**config.mk**
```make
export PLATFORM = sky130hd
export DESIGN_NAME = fv_bank_cntl_gen
export DESIGN_NICKNAME = d
export VERILOG_FILES = /design/src/rtl/fv_bank_pkg.sv /design/src/rtl/fv_rd_pipe.sv /design/src/rtl/fv_bank_cntl_gen.sv
export SDC_FILE = /design/constraint.sdc
export NUM_CORES = 1
export LEC_CHECK = 0
export ABC_AREA = 1
export BUFFER_PORTS_ARGS = -buffer_cell sky130_fd_sc_hd__clkbuf_2
export CORE_AREA = 2 2 271 273
export CTS_BUF_LIST = sky130_fd_sc_hd__clkbuf_4
export CTS_CLUSTER_SIZE = 16
export DETAILED_ROUTE_END_ITERATION = 8
export DIE_AREA = 0 0 273 275
export SKIP_LAST_GASP = 1
export SLEW_MARGIN = 10
export SYNTH_ARGS = -nofsm -noshare
export SYNTH_HDL_FRONTEND = slang
export SYNTH_SLANG_ARGS = --single-unit
```
**constraint.sdc**
```tcl
create_clock -name clk -period 7.7 [get_ports clk]
set_clock_uncertainty 0.1 [all_clocks]
set_input_delay 0.385 -clock clk [delete_from_list [all_inputs] [get_ports clk]]
set_output_delay 0.385 -clock clk [all_outputs]
set_load 0.005 [all_outputs]
```
**src/rtl/fv_bank_pkg.sv**
```systemverilog
// Shared definitions for the feature-value bank controller: FSM state codes,
// read-beat control struct and a width helper for parameter-derived ports.
package fv_bank_pkg;

  localparam logic [1:0] ST_IDLE   = 2'd0;
  localparam logic [1:0] ST_STREAM = 2'd1;
  localparam logic [1:0] ST_WB     = 2'd2;
  localparam logic [1:0] ST_RD     = 2'd3;

  // Destination of a returned read beat
  localparam logic DST_SM = 1'b0;
  localparam logic DST_PE = 1'b1;

  typedef struct packed {
    logic valid;
    logic sos;
    logic eos;
    logic dst;
  } beat_ctl_t;

  // clog2 that never yields a zero-width bus
  function automatic int unsigned width_of(input int unsigned n);
    return (n <= 1) ? 1 : $clog2(n);
  endfunction

endpackage

```
**src/rtl/fv_rd_pipe.sv**
```systemverilog
// One-stage read-return pipeline: carries beat control, PE tag and line address
// alongside the SRAM's one-cycle read latency.
module fv_rd_pipe
  import fv_bank_pkg::*;
#(
  parameter int TW = 2,
  parameter int AW = 9
) (
  input  logic          clk,
  input  logic          reset,
  input  beat_ctl_t     ctl_i,
  input  logic [TW-1:0] tag_i,
  input  logic [AW-1:0] addr_i,
  output beat_ctl_t     ctl_o,
  output logic [TW-1:0] tag_o,
  output logic [AW-1:0] addr_o
);

  beat_ctl_t     ctl_q;
  logic [TW-1:0] tag_q;
  logic [AW-1:0] addr_q;

  always_ff @(posedge clk or posedge reset) begin
    if (reset) begin
      ctl_q  <= '0;
      tag_q  <= '0;
      addr_q <= '0;
    end else begin
      ctl_q  <= ctl_i;
      tag_q  <= tag_i;
      addr_q <= addr_i;
    end
  end

  assign ctl_o  = ctl_q;
  assign tag_o  = tag_q;
  assign addr_o = addr_q;

endmodule

```
**src/rtl/fv_bank_cntl_gen.sv**
```systemverilog
// Controller for one FV SRAM bank: per-iteration bulk stream, node write-back
// and Edge PE node reads, with a shared one-cycle read-return pipeline.
module fv_bank_cntl_gen
  import fv_bank_pkg::*;
#(
  parameter int LINE_W         = 128,
  parameter int ELEM_W         = 16,
  parameter int LINES_PER_NODE = 8,
  parameter int NODES_PER_ITER = 8,
  parameter int MAX_ITER       = 8,
  parameter int NUM_PE         = 4,
  parameter int MAX_FV_NUM     = 64,
  localparam int EPL   = LINE_W / ELEM_W,
  localparam int DEPTH = MAX_ITER * NODES_PER_ITER * LINES_PER_NODE,
  localparam int AW    = width_of(DEPTH),
  localparam int NID_W = width_of(MAX_ITER * NODES_PER_ITER),
  localparam int ITW   = width_of(MAX_ITER),
  localparam int FVW   = width_of(MAX_FV_NUM) + 1,
  localparam int TW    = width_of(NUM_PE)
) (
  input  logic              clk,
  input  logic              reset,
  input  logic              stream_en,
  input  logic [ITW-1:0]    cur_replay_iter,
  input  logic [FVW-1:0]    fv_num,
  input  logic              req_valid,
  output logic              req_ready,
  input  logic              req_wr,
  input  logic [NID_W-1:0]  req_node_id,
  input  logic [TW-1:0]     req_pe_tag,
  input  logic [LINE_W-1:0] req_data,
  input  logic              req_wr_eos,
  output logic              sram_cen,
  output logic              sram_wen,
  output logic [AW-1:0]     sram_addr,
  output logic [LINE_W-1:0] sram_wdata,
  input  logic [LINE_W-1:0] sram_rdata,
  output logic              sm_valid,
  output logic              sm_sos,
  output logic              sm_eos,
  output logic [AW-1:0]     sm_addr,
  output logic [LINE_W-1:0] sm_data,
  output logic              pe_valid,
  output logic              pe_sos,
  output logic              pe_eos,
  output logic [TW-1:0]     pe_tag,
  output logic [LINE_W-1:0] pe_data,
  output logic              busy,
  output logic              err,
  output logic [1:0]        dbg_state
);

  localparam int LCW = width_of(LINES_PER_NODE) + 1;
  localparam int NW  = width_of(NODES_PER_ITER);
  localparam int FSW = FVW + 1;

  logic [1:0]     state_q, state_d;
  logic [LCW-1:0] line_q, line_d;
  logic [LCW-1:0] nlines_q, nlines_d;
  logic [NW-1:0]  node_q, node_d;
  logic [ITW-1:0] iter_q, iter_d;
  logic [ITW-1:0] last_iter_q, last_iter_d;
  logic           first_done_q, first_done_d;
  logic [AW-1:0]  base_q, base_d;
  logic [TW-1:0]  tag_q, tag_d;
  logic           err_q, err_d;

  // Lines per node from the feature count, clamped to [1, LINES_PER_NODE]
  logic [FSW-1:0] nl_sum, nl_div;
  logic [LCW-1:0] nl_clamped;

  always_comb begin
    nl_sum = {1'b0, fv_num} + FSW'(EPL - 1);
    nl_div = nl_sum / FSW'(EPL);
    if (nl_div == '0)
      nl_clamped = LCW'(1);
    else if (nl_div > FSW'(LINES_PER_NODE))
      nl_clamped = LCW'(LINES_PER_NODE);
    else
      nl_clamped = LCW'(nl_div);
  end

  logic           trigger, stream_go, st_last;
  logic [LCW-1:0] st_pos_l, st_nl;
  logic [NW-1:0]  st_pos_n;
  logic [ITW-1:0] st_iter;
  logic [AW-1:0]  st_addr, node_base;
  logic           rd_en, wr_en, req_ready_c;
  logic [AW-1:0]  acc_addr;
  beat_ctl_t      iss_ctl;
  logic [TW-1:0]  iss_tag;

  // Streaming position: IDLE issues node 0 line 0 in the trigger cycle
  always_comb begin
    trigger   = stream_en && (!first_done_q || (cur_replay_iter != last_iter_q));
    stream_go = (state_q == ST_STREAM) || ((state_q == ST_IDLE) && trigger);
    st_pos_l  = (state_q == ST_STREAM) ? line_q   : '0;
    st_pos_n  = (state_q == ST_STREAM) ? node_q   : '0;
    st_nl     = (state_q == ST_STREAM) ? nlines_q : nl_clamped;
    st_iter   = (state_q == ST_STREAM) ? iter_q   : cur_replay_iter;
    st_last   = (st_pos_n == NW'(NODES_PER_ITER - 1)) && (st_pos_l == st_nl - LCW'(1));
    st_addr   = AW'(st_iter) * AW'(NODES_PER_ITER * LINES_PER_NODE)
              + AW'(st_pos_n) * AW'(LINES_PER_NODE) + AW'(st_pos_l);
    node_base = AW'(req_node_id) * AW'(LINES_PER_NODE);
  end

  always_comb begin
    state_d      = state_q;
    line_d       = line_q;
    nlines_d     = nlines_q;
    node_d       = node_q;
    iter_d       = iter_q;
    last_iter_d  = last_iter_q;
    first_done_d = first_done_q;
    base_d       = base_q;
    tag_d        = tag_q;
    err_d        = err_q;
    rd_en        = 1'b0;
    wr_en        = 1'b0;
    req_ready_c  = 1'b0;
    acc_addr     = '0;
    iss_ctl      = '0;
    iss_tag      = '0;

    case (state_q)
      ST_IDLE: begin
        // Requests are only served outside the update phase
        if (!stream_en) begin
          req_ready_c = 1'b1;
          if (req_valid) begin
            base_d   = node_base;
            line_d   = LCW'(1);
            acc_addr = node_base;
            if (req_wr) begin
              wr_en = 1'b1;
              if (!req_wr_eos) state_d = ST_WB;
            end else begin
              rd_en       = 1'b1;
              iss_ctl.sos = 1'b1;
              iss_ctl.eos = (nl_clamped == LCW'(1));
              iss_ctl.dst = DST_PE;
              iss_tag     = req_pe_tag;
              tag_d       = req_pe_tag;
              nlines_d    = nl_clamped;
              if (nl_clamped != LCW'(1)) state_d = ST_RD;
            end
          end
        end
      end
      ST_WB: begin
        req_ready_c = 1'b1;
        if (req_valid) begin
          if (line_q >= LCW'(LINES_PER_NODE)) begin
            err_d   = 1'b1;
            state_d = ST_IDLE;
          end else begin
            wr_en    = 1'b1;
            acc_addr = base_q + AW'(line_q);
            line_d   = line_q + LCW'(1);
            if (req_wr_eos) state_d = ST_IDLE;
          end
        end
      end
      ST_RD: begin
        rd_en       = 1'b1;
        acc_addr    = base_q + AW'(line_q);
        iss_ctl.eos = (line_q == nlines_q - LCW'(1));
        iss_ctl.dst = DST_PE;
        iss_tag     = tag_q;
        line_d      = line_q + LCW'(1);
        if (iss_ctl.eos) state_d = ST_IDLE;
      end
      default: ;
    endcase

    if (stream_go) begin
      rd_en       = 1'b1;
      acc_addr    = st_addr;
      iss_ctl.sos = (st_pos_n == '0) && (st_pos_l == '0);
      iss_ctl.eos = st_last;
      iss_ctl.dst = DST_SM;
      iter_d      = st_iter;
      nlines_d    = st_nl;
      if (st_last) begin
        state_d      = ST_IDLE;
        first_done_d = 1'b1;
        last_iter_d  = st_iter;
        line_d       = '0;
        node_d       = '0;
      end else begin
        state_d = ST_STREAM;
        if (st_pos_l == st_nl - LCW'(1)) begin
          line_d = '0;
          node_d = st_pos_n + NW'(1);
        end else begin
          line_d = st_pos_l + LCW'(1);
          node_d = st_pos_n;
        end
      end
    end

    iss_ctl.valid = rd_en;
    // No SRAM access or handshake while reset is held
    if (reset) begin
      rd_en       = 1'b0;
      wr_en       = 1'b0;
      req_ready_c = 1'b0;
      acc_addr    = '0;
      iss_ctl     = '0;
    end
  end

  always_ff @(posedge clk or posedge reset) begin
    if (reset) begin
      state_q      <= ST_IDLE;
      line_q       <= '0;
      nlines_q     <= '0;
      node_q       <= '0;
      iter_q       <= '0;
      last_iter_q  <= '0;
      first_done_q <= 1'b0;
      base_q       <= '0;
      tag_q        <= '0;
      err_q        <= 1'b0;
    end else begin
      state_q      <= state_d;
      line_q       <= line_d;
      nlines_q     <= nlines_d;
      node_q       <= node_d;
      iter_q       <= iter_d;
      last_iter_q  <= last_iter_d;
      first_done_q <= first_done_d;
      base_q       <= base_d;
      tag_q        <= tag_d;
      err_q        <= err_d;
    end
  end

  beat_ctl_t     ret_ctl;
  logic [TW-1:0] ret_tag;
  logic [AW-1:0] ret_addr;

  fv_rd_pipe #(.TW(TW), .AW(AW)) u_rd_pipe (
    .clk    (clk),
    .reset  (reset),
    .ctl_i  (iss_ctl),
    .tag_i  (iss_tag),
    .addr_i (acc_addr),
    .ctl_o  (ret_ctl),
    .tag_o  (ret_tag),
    .addr_o (ret_addr)
  );

  logic sm_hit, pe_hit;
  assign sm_hit = ret_ctl.valid && (ret_ctl.dst == DST_SM);
  assign pe_hit = ret_ctl.valid && (ret_ctl.dst == DST_PE);

  assign sm_valid = sm_hit;
  assign sm_sos   = sm_hit && ret_ctl.sos;
  assign sm_eos   = sm_hit && ret_ctl.eos;
  assign sm_addr  = sm_hit ? ret_addr : '0;
  assign sm_data  = sm_hit ? sram_rdata : '0;

  assign pe_valid = pe_hit;
  assign pe_sos   = pe_hit && ret_ctl.sos;
  assign pe_eos   = pe_hit && ret_ctl.eos;
  assign pe_tag   = pe_hit ? ret_tag : '0;
  assign pe_data  = pe_hit ? sram_rdata : '0;

  assign req_ready  = req_ready_c;
  assign sram_cen   = !(rd_en || wr_en);
  assign sram_wen   = !wr_en;
  assign sram_addr  = acc_addr;
  assign sram_wdata = wr_en ? req_data : '0;
  assign busy       = (state_q != ST_IDLE);
  assign err        = err_q;
  assign dbg_state  = state_q;

endmodule

```
==> results.yml, run 1 <==
status:
  outcome: "complete, no violations"
power:
  powerDensity_mw_per_mm2: 61.5
  irDropWorstVdd_v: 0.0000581
  internal_power_mw: 0.403
  p_switching_mw: 0.225
  pwr-share-seq: 0.377
  p_sw_frac: 0.359
  comb_power_share: 0.378
  total_power_mw: 0.629
  p_leak_nw: 6.94
  pwr-share-clk: 0.245
critical_path:
  required_ns: 7.21
  critPathCaptureType: "primary output"
  cp_max_fo: 24
  path_class: "reg -> out"
  start_kind: "flip-flop"
  arrival_ns: 3.78
drt:
  ant_nets: 0
  drtPass1Iterations: 6
  drc: 0
  wl_per_cell_um: 20.2
  vias_per_cell: 3.38
  finalWirelength_um: 55100
  drt-initial-drc-count: 669
  via_count: 9199
clocking:
  ctsResizeCount: 0
  clkTransAtPathRegs_ns: 0.14
  postCtsHoldBufs: 0
  cts_root_buffer: "clkbuf_4"
  cts_inserted_buffers: 5
  clockBufferDepth: 2
  clkSinkCount: 44
  cts_tree: "built"
  cts.htree.levels: 2
  postCtsSetupBuffers: 0
  clk_latency_ns: 0.38
timing:
  worst_pin_slew_ns: 0.866
  finalSetupViolCount: 0
  layout_min_cycle_time_ns: 4.26
  finalHoldViolCount: 0
  post-route-period-util: 0.553
  rsz0062_at_grt: "no"
  max_freq_mhz: 235
  setup_tns_ns: 0
  max_slew_margin: 0.423
  drv_slew: 0
floorplanning:
  fp.coreArea_mm2: 0.0723
  row_count: 99
  die_w_um: 273
  start_util: 0.0765
  die_h_um: 275
  dieArea_mm2: 0.0751
  io_pins: 697
logic_synthesis:
  synthMuxAreaShare: 0
  synth_area_mm2: 0.00553
  yosys.area_share.xor_xnor: 0.0285
  synth-edff-count: 0
  syn-num-nets: 1386
  ys_seq_elements: 44
  synthAdderAreaFrac: 0.0407
  synth_compound_area_frac: 0.0678
  synth-simple-area-share: 0.405
  synthCells: 1088
  seq_area_frac_synth: 0.199
  yosysUniqueCellTypes: 38
  synth_top_family_by_area: "simple AND/OR/NAND/NOR gates"
  synth_top_flop_cell: "dfrtp_1"
  async_reset_ff_frac: 1.00
  avgSynthCellArea_um2: 5.09
  yosys_warnings: 0
finish:
  syn_to_final_growth_pct: 84.6
  final_area_mm2: 0.0102
  final_nets: 2044
  drive_above_1_share: 0.422
place:
  place_congestion: 0.881
  place.port_buffers: 696
  place_area_mm2: 0.0101
  place_hpwl_um: 50400
grt:
  grt.total_usage: 0.135
  grt_pass1_wl_um: 67400
  busiest_layer: "met2"
  globalRouteMet2Util: 0.216
  grt.overflow.total: 0
  antenna_found_initial: 43
  met1_usage: 0.146
  grtUsageMet3: 0.0783
  first_global_vias: 7879
  grt_max_degree: 130
run:
  drv_cap: 0
worst_hold_path:
  hold_path_class: "in -> reg"
## cells in the mapped netlist, types with 2 or more instances
cell,count,share of area
a41oi_1,3,0.0047
o211ai_1,2,0.0027
clkbuf_1,43,0.029
nor2_1,422,0.29
nand3_2,3,0.0054
clkinv_1,2,0.0014
inv_1,320,0.22
a21oi_1,14,0.013
ha_1,18,0.041
o21ai_0,29,0.026
xor2_1,11,0.017
nand4_1,5,0.0057
nand2_1,99,0.067
nand3_1,16,0.014
nor2_2,2,0.0023
nor3_1,6,0.0054
dfrtp_1,44,0.20
a31oi_1,4,0.0045
xnor2_1,7,0.011
buf_2,7,0.0063
o21ai_1,4,0.0036
nand2_2,7,0.0079
inv_2,5,0.0034
## critical path: stages, from the launching register on
cell and delay (ns):
dfrtp_1 0.44, inv_1 0.11, ha_1 0.61, inv_1 0.25
nand2_1 0.69, clkinv_1 0.69, o21ai_0 0.35, a31oi_1 0.10
clkbuf_2 0.15
## cell type report
| cell class | instances | area [um2] |
|---|---|---|
| fillers | 8528 | 62100 |
| inverters | 328 | 1240 |
| well taps | 959 | 1200 |
| clock buffers | 6 | 45.0 |
| clock inverters | 2 | 35.0 |
| diodes | 15 | 37.5 |
| flip-flops and latches | 44 | 1100 |
| multi-input cells | 665 | 3010 |
| repair buffers | 702 | 3550 |
## state kept, by name, indices dropped and copies added, names as in the netlist
| name | flops |
|---|---|
| u_rd_pipe.addr_o | 9 |
| base_q | 6 |
| line_q | 4 |
| nlines_q | 4 |
| u_rd_pipe.ctl_o | 4 |
| iter_q | 3 |
| last_iter_q | 3 |
| node_q | 3 |
| dbg_state | 2 |
| tag_q | 2 |
| u_rd_pipe.tag_o | 2 |
| err | 1 |
| first_done_q | 1 |
## cells in the final DEF, fill, tap and decap left out, types with 4 or more instances in the layout
cell type / n
clkbuf_2: 696
nor2_1: 422
inv_1: 319
nand2_1: 97
dfrtp_1: 44
o21ai_0: 29
ha_1: 18
nand3_1: 16
diode_2: 15
a21oi_1: 14
xor2_1: 11
nand2_2: 7
xnor2_1: 7
inv_2: 6
nor3_1: 6
clkbuf_4: 6
nand4_1: 5
buf_4: 5
o21ai_1: 4
a31oi_1: 4
## logic make-up (layout without fill, tap and decap cells)
| group | after synthesis | after routing |
|---|---|---|
| and+or+nand+nor | 565 | 565 |
| adders and majority gates | 18 | 18 |
| AOI/OAI and AO/OA | 64 | 64 |
| DFF | 44 | 44 |
| other | 0 | 15 |
| buffers and inverters | 379 | 1038 |
| xor gates and xnor gates | 18 | 18 |
## layer usage
metal	vias to the layer above	wire length, um
met3	118	7690
met5	-	159
met2	648	24400
li1	4369	-
met4	22	2490
met1	4042	20300
## path summary, 6_finish.rpt
kind / cells after the start / endpoint / slack, ns / start
max: 8 / sram_addr[4] / 3.44 / dbg_state[1]$_DFFE_PP0P_
min: 3 / tag_q[0]$_DFFE_PP0P_ / 0.12 / req_pe_tag[0]
max reg2reg: 7 / u_rd_pipe.addr_o[4]$_DFF_PP0_ / 4.22 / dbg_state[1]$_DFFE_PP0P_
min reg2reg: 2 / first_done_q$_DFFE_PP0P_ / 0.40 / first_done_q$_DFFE_PP0P_
max in group asynchronous: 3 / u_rd_pipe.tag_o[0]$_DFF_PP0_ / 6.76 / reset
min in group asynchronous: 3 / line_q[2]$_DFFE_PP0P_ / 0.26 / reset
## power groups by stage
stage	registers [mW]	clock network (mW)	logic [mW]
3_5_place_dp	0.241	0	0.238
4_1_cts	0.237	0.160	0.239
6_report	0.237	0.154	0.238
3_3_place_gp	0.241	0	0.237
5_1_grt	0.238	0.170	0.263
2_1_floorplan	0.240	0	0.0785
## per-stage QoR
step | std cells | setup slack, ns | hold slack, ns | utilization
floorplan | 1088 | 4.53 | 0.335 | -
global placement | 2697 | 3.93 | 0.354 | 0.139
detailed placement | 2697 | 3.88 | 0.360 | 0.139
CTS | 2705 | 3.44 | 0.108 | 0.140
global route | 2715 | 3.04 | 0.123 | 0.141
finish | 2721 | 3.44 | 0.125 | 0.141
No activity file was read; power rests on OpenSTA's default activity.
==> inputs of run 2 (changes only) <==
Settings changed: ABC_AREA 1 to 0.
Clock period 7.7 ns to 4.44 ns, I/O delays scaled along.
==> results.yml, run 2 <==
power:
  p_switching_mw: 0.857
  p_sw_frac: 0.441
  pwr-share-seq: 0.306
  powerDensity_mw_per_mm2: 189
  internal_power_mw: 1.09
  comb_power_share: 0.539
  irDropWorstVdd_v: 0.000185
  p_leak_nw: 6.06
  total_power_mw: 1.94
  pwr-share-clk: 0.155
floorplanning:
  die_h_um: 275
  row_count: 99
  fp.coreArea_mm2: 0.0723
  start_util: 0.0766
  io_pins: 697
  dieArea_mm2: 0.0751
  die_w_um: 273
logic_synthesis:
  yosys_warnings: 0
  synth_common_cells: "271 x and2_1, 134 x and3_1, 70 x clkbuf_1, 51 x nand2_1, 44 x dfrtp_1"
  synth_top_flop_cell: "dfrtp_1"
  synth_area_leader_cell: "and2_1"
  avgSynthCellArea_um2: 7.07
  synth-edff-count: 0
  synthCells: 784
  async_reset_ff_frac: 1.00
  yosysUniqueCellTypes: 52
  ys_seq_elements: 44
  seq_area_frac_synth: 0.199
  yosysMostFrequentCell: "and2_1"
  synth_area_mm2: 0.00554
  synth_area_leaders: "and2_1 31%, dfrtp_1 20%, and3_1 15%, clkbuf_1 4.7%, ha_1 4.1%"
  synth_top_area_share: 0.306
  syn-num-nets: 1082
critical_path:
  arrival_ns: 3.66
  cpPeakStageDelay_ns: 0.93
  start_kind: "flip-flop"
  path_class: "reg -> out"
  cp_max_fo: 12
  cp_num_buf_inv: 3
  required_ns: 4.12
  cp_cell_sequence: "inv_1 -> ha_1 -> nand2_1 -> a41oi_1 -> or2_2 -> nor2_1 -> a2111oi_0 -> buf_4 -> clkbuf_2"
  cpMaxStageDelayCell: "a41oi_1"
  critPathCaptureType: "primary output"
  crit_family: "compound AO/OA/AOI/OAI gates"
drt:
  ant_nets: 0
  vias_per_cell: 3.49
  finalWirelength_um: 49600
  drt-initial-drc-count: 402
  wl_per_cell_um: 20.6
  drtPass1Iterations: 4
  drc: 0
  via_count: 8402
place:
  place_hpwl_um: 44800
  dp_slack_ns: 1.02
  place_area_mm2: 0.0101
  place.port_buffers: 696
  place_congestion: 0.933
finish:
  largest_reg_flops: 9
  layout_common_cells: "696 x clkbuf_2, 271 x and2_1, 134 x and3_1"
  register_area_mm2: 0.00111
  syn_to_final_growth_pct: 85.4
  num-fill-cells: 8385
  final_common_cell: "clkbuf_2"
  multi_input_area_mm2: 0.00411
  final_nets: 1732
  final_area_mm2: 0.0103
  drive_above_1_share: 0.511
  final_core_util: 0.142
clocking:
  postCtsSetupBuffers: 0
  clkSinkCount: 44
  clk_latency_ns: 0.42
  clockBufferDepth: 2
  cts.htree.levels: 2
  cts_inserted_buffers: 5
  cts_tree: "built"
  clkTransAtPathRegs_ns: 0.18
  cts_root_buffer: "clkbuf_4"
timing:
  max_freq_mhz: 251
  layout_min_cycle_time_ns: 3.98
  max_slew_margin: 0.150
  finalHoldViolCount: 0
  post-route-period-util: 0.897
  worst_pin_slew_ns: 1.26
  setup_ws_ns: 0.459
  setup_tns_ns: 0
  rsz0062_at_grt: "no"
  drv_slew: 0
  finalSetupViolCount: 0
grt:
  antenna_found_initial: 67
  first_global_vias: 7232
  grt.total_usage: 0.122
  grt_max_degree: 141
  grt.overflow.total: 0
  grt_pass1_wl_um: 62200
worst_hold_path:
  hold_path_class: "in -> reg"
status:
  outcome: "complete, no violations"
run:
  drv_cap: 0
## run 2: power by group through the flow
| stage | clock, mW | combinational, mW | sequential (mW) |
|---|---|---|---|
| floorplan | 0 | 0.630 | 0.538 |
| global placement | 0 | 1.03 | 0.602 |
| detailed placement | 0 | 1.04 | 0.602 |
| CTS | 0.315 | 1.05 | 0.593 |
| global route | 0.334 | 1.17 | 0.606 |
| finish | 0.302 | 1.05 | 0.595 |
## run 2: cells by family (layout without fill, tap and decap cells)
family | Yosys count | count (layout) | synth area share
xor gates and xnor gates | 22 | 22 | 0.0348
other | 0 | 14 | 0
DFF | 44 | 44 | 0.199
muxes | 9 | 9 | 0.0174
buffers and inverters | 93 | 744 | 0.0634
AOI/OAI and AO/OA | 75 | 75 | 0.0914
adders and majority gates | 18 | 18 | 0.0406
and+or+nand+nor | 523 | 523 | 0.554
## run 2: metal layers
metal,GRT usage,vias up,share of wire
li1,-,3911,-
met1,0.138,3748,0.38
met2,0.198,573,0.45
met3,0.0597,130,0.12
met4,0.0421,40,0.038
met5,0,-,0.0055
## run 2: timing repair
| action | in CTS | in global routing |
|---|---|---|
| endpoints found under the hold margin | 12 | 0 |
| resized for setup | 0 | 0 |
| hold buffers | 10 | 0 |
## run 2: metrics by stage
stage	std cells	hold WS, ns
after floorplan	784	0.197
after CTS	2394	0.00590
after global placement	2376	0.347
final	2408	0.0418
after global routing	2404	0.00537
after detailed placement	2376	0.345
## run 2: worst reg2reg max path, cell delays in order, from the launching register on
cell and delay (ns):
dfrtp_1 0.47, inv_1 0.09, ha_1 0.21, or2_2 0.36, o21ai_0 0.39, inv_1 0.09, ha_1 0.35, nor3_1 0.06
a211oi_1 0.21, o21ai_0 0.10, a311o_1 0.30, and4_4 0.21, and4_4 0.20, a211o_1 0.26
## run 2: final timing paths
check | cells after the start | slack, ns | from | to
worst max-delay path | 9 | 0.46 | dbg_state[1]$_DFFE_PP0P_ | sram_addr[5]
worst min-delay path | 2 | 0.04 | cur_replay_iter[2] | iter_q[2]$_DFFE_PP0N_
worst max register to register | 13 | 0.95 | dbg_state[1]$_DFFE_PP0P_ | node_q[0]$_DFFE_PP0N_
worst min register to register | 1 | 0.40 | err$_DFFE_PP0P_ | err$_DFFE_PP0P_
max in group asynchronous | 3 | 3.63 | reset | u_rd_pipe.ctl_o[0]$_DFF_PP0_
min in group asynchronous | 3 | 0.12 | reset | nlines_q[3]$_DFFE_PP0P_
## run 2: cell type report
class,count,area share
inverter,19,0.00694
sequential,44,0.108
antenna,14,0.00341
timing repair buffer,717,0.357
clock inverter,3,0.00463
multi-input combinational,647,0.400
tap,959,0.117
clock buffer,5,0.00365
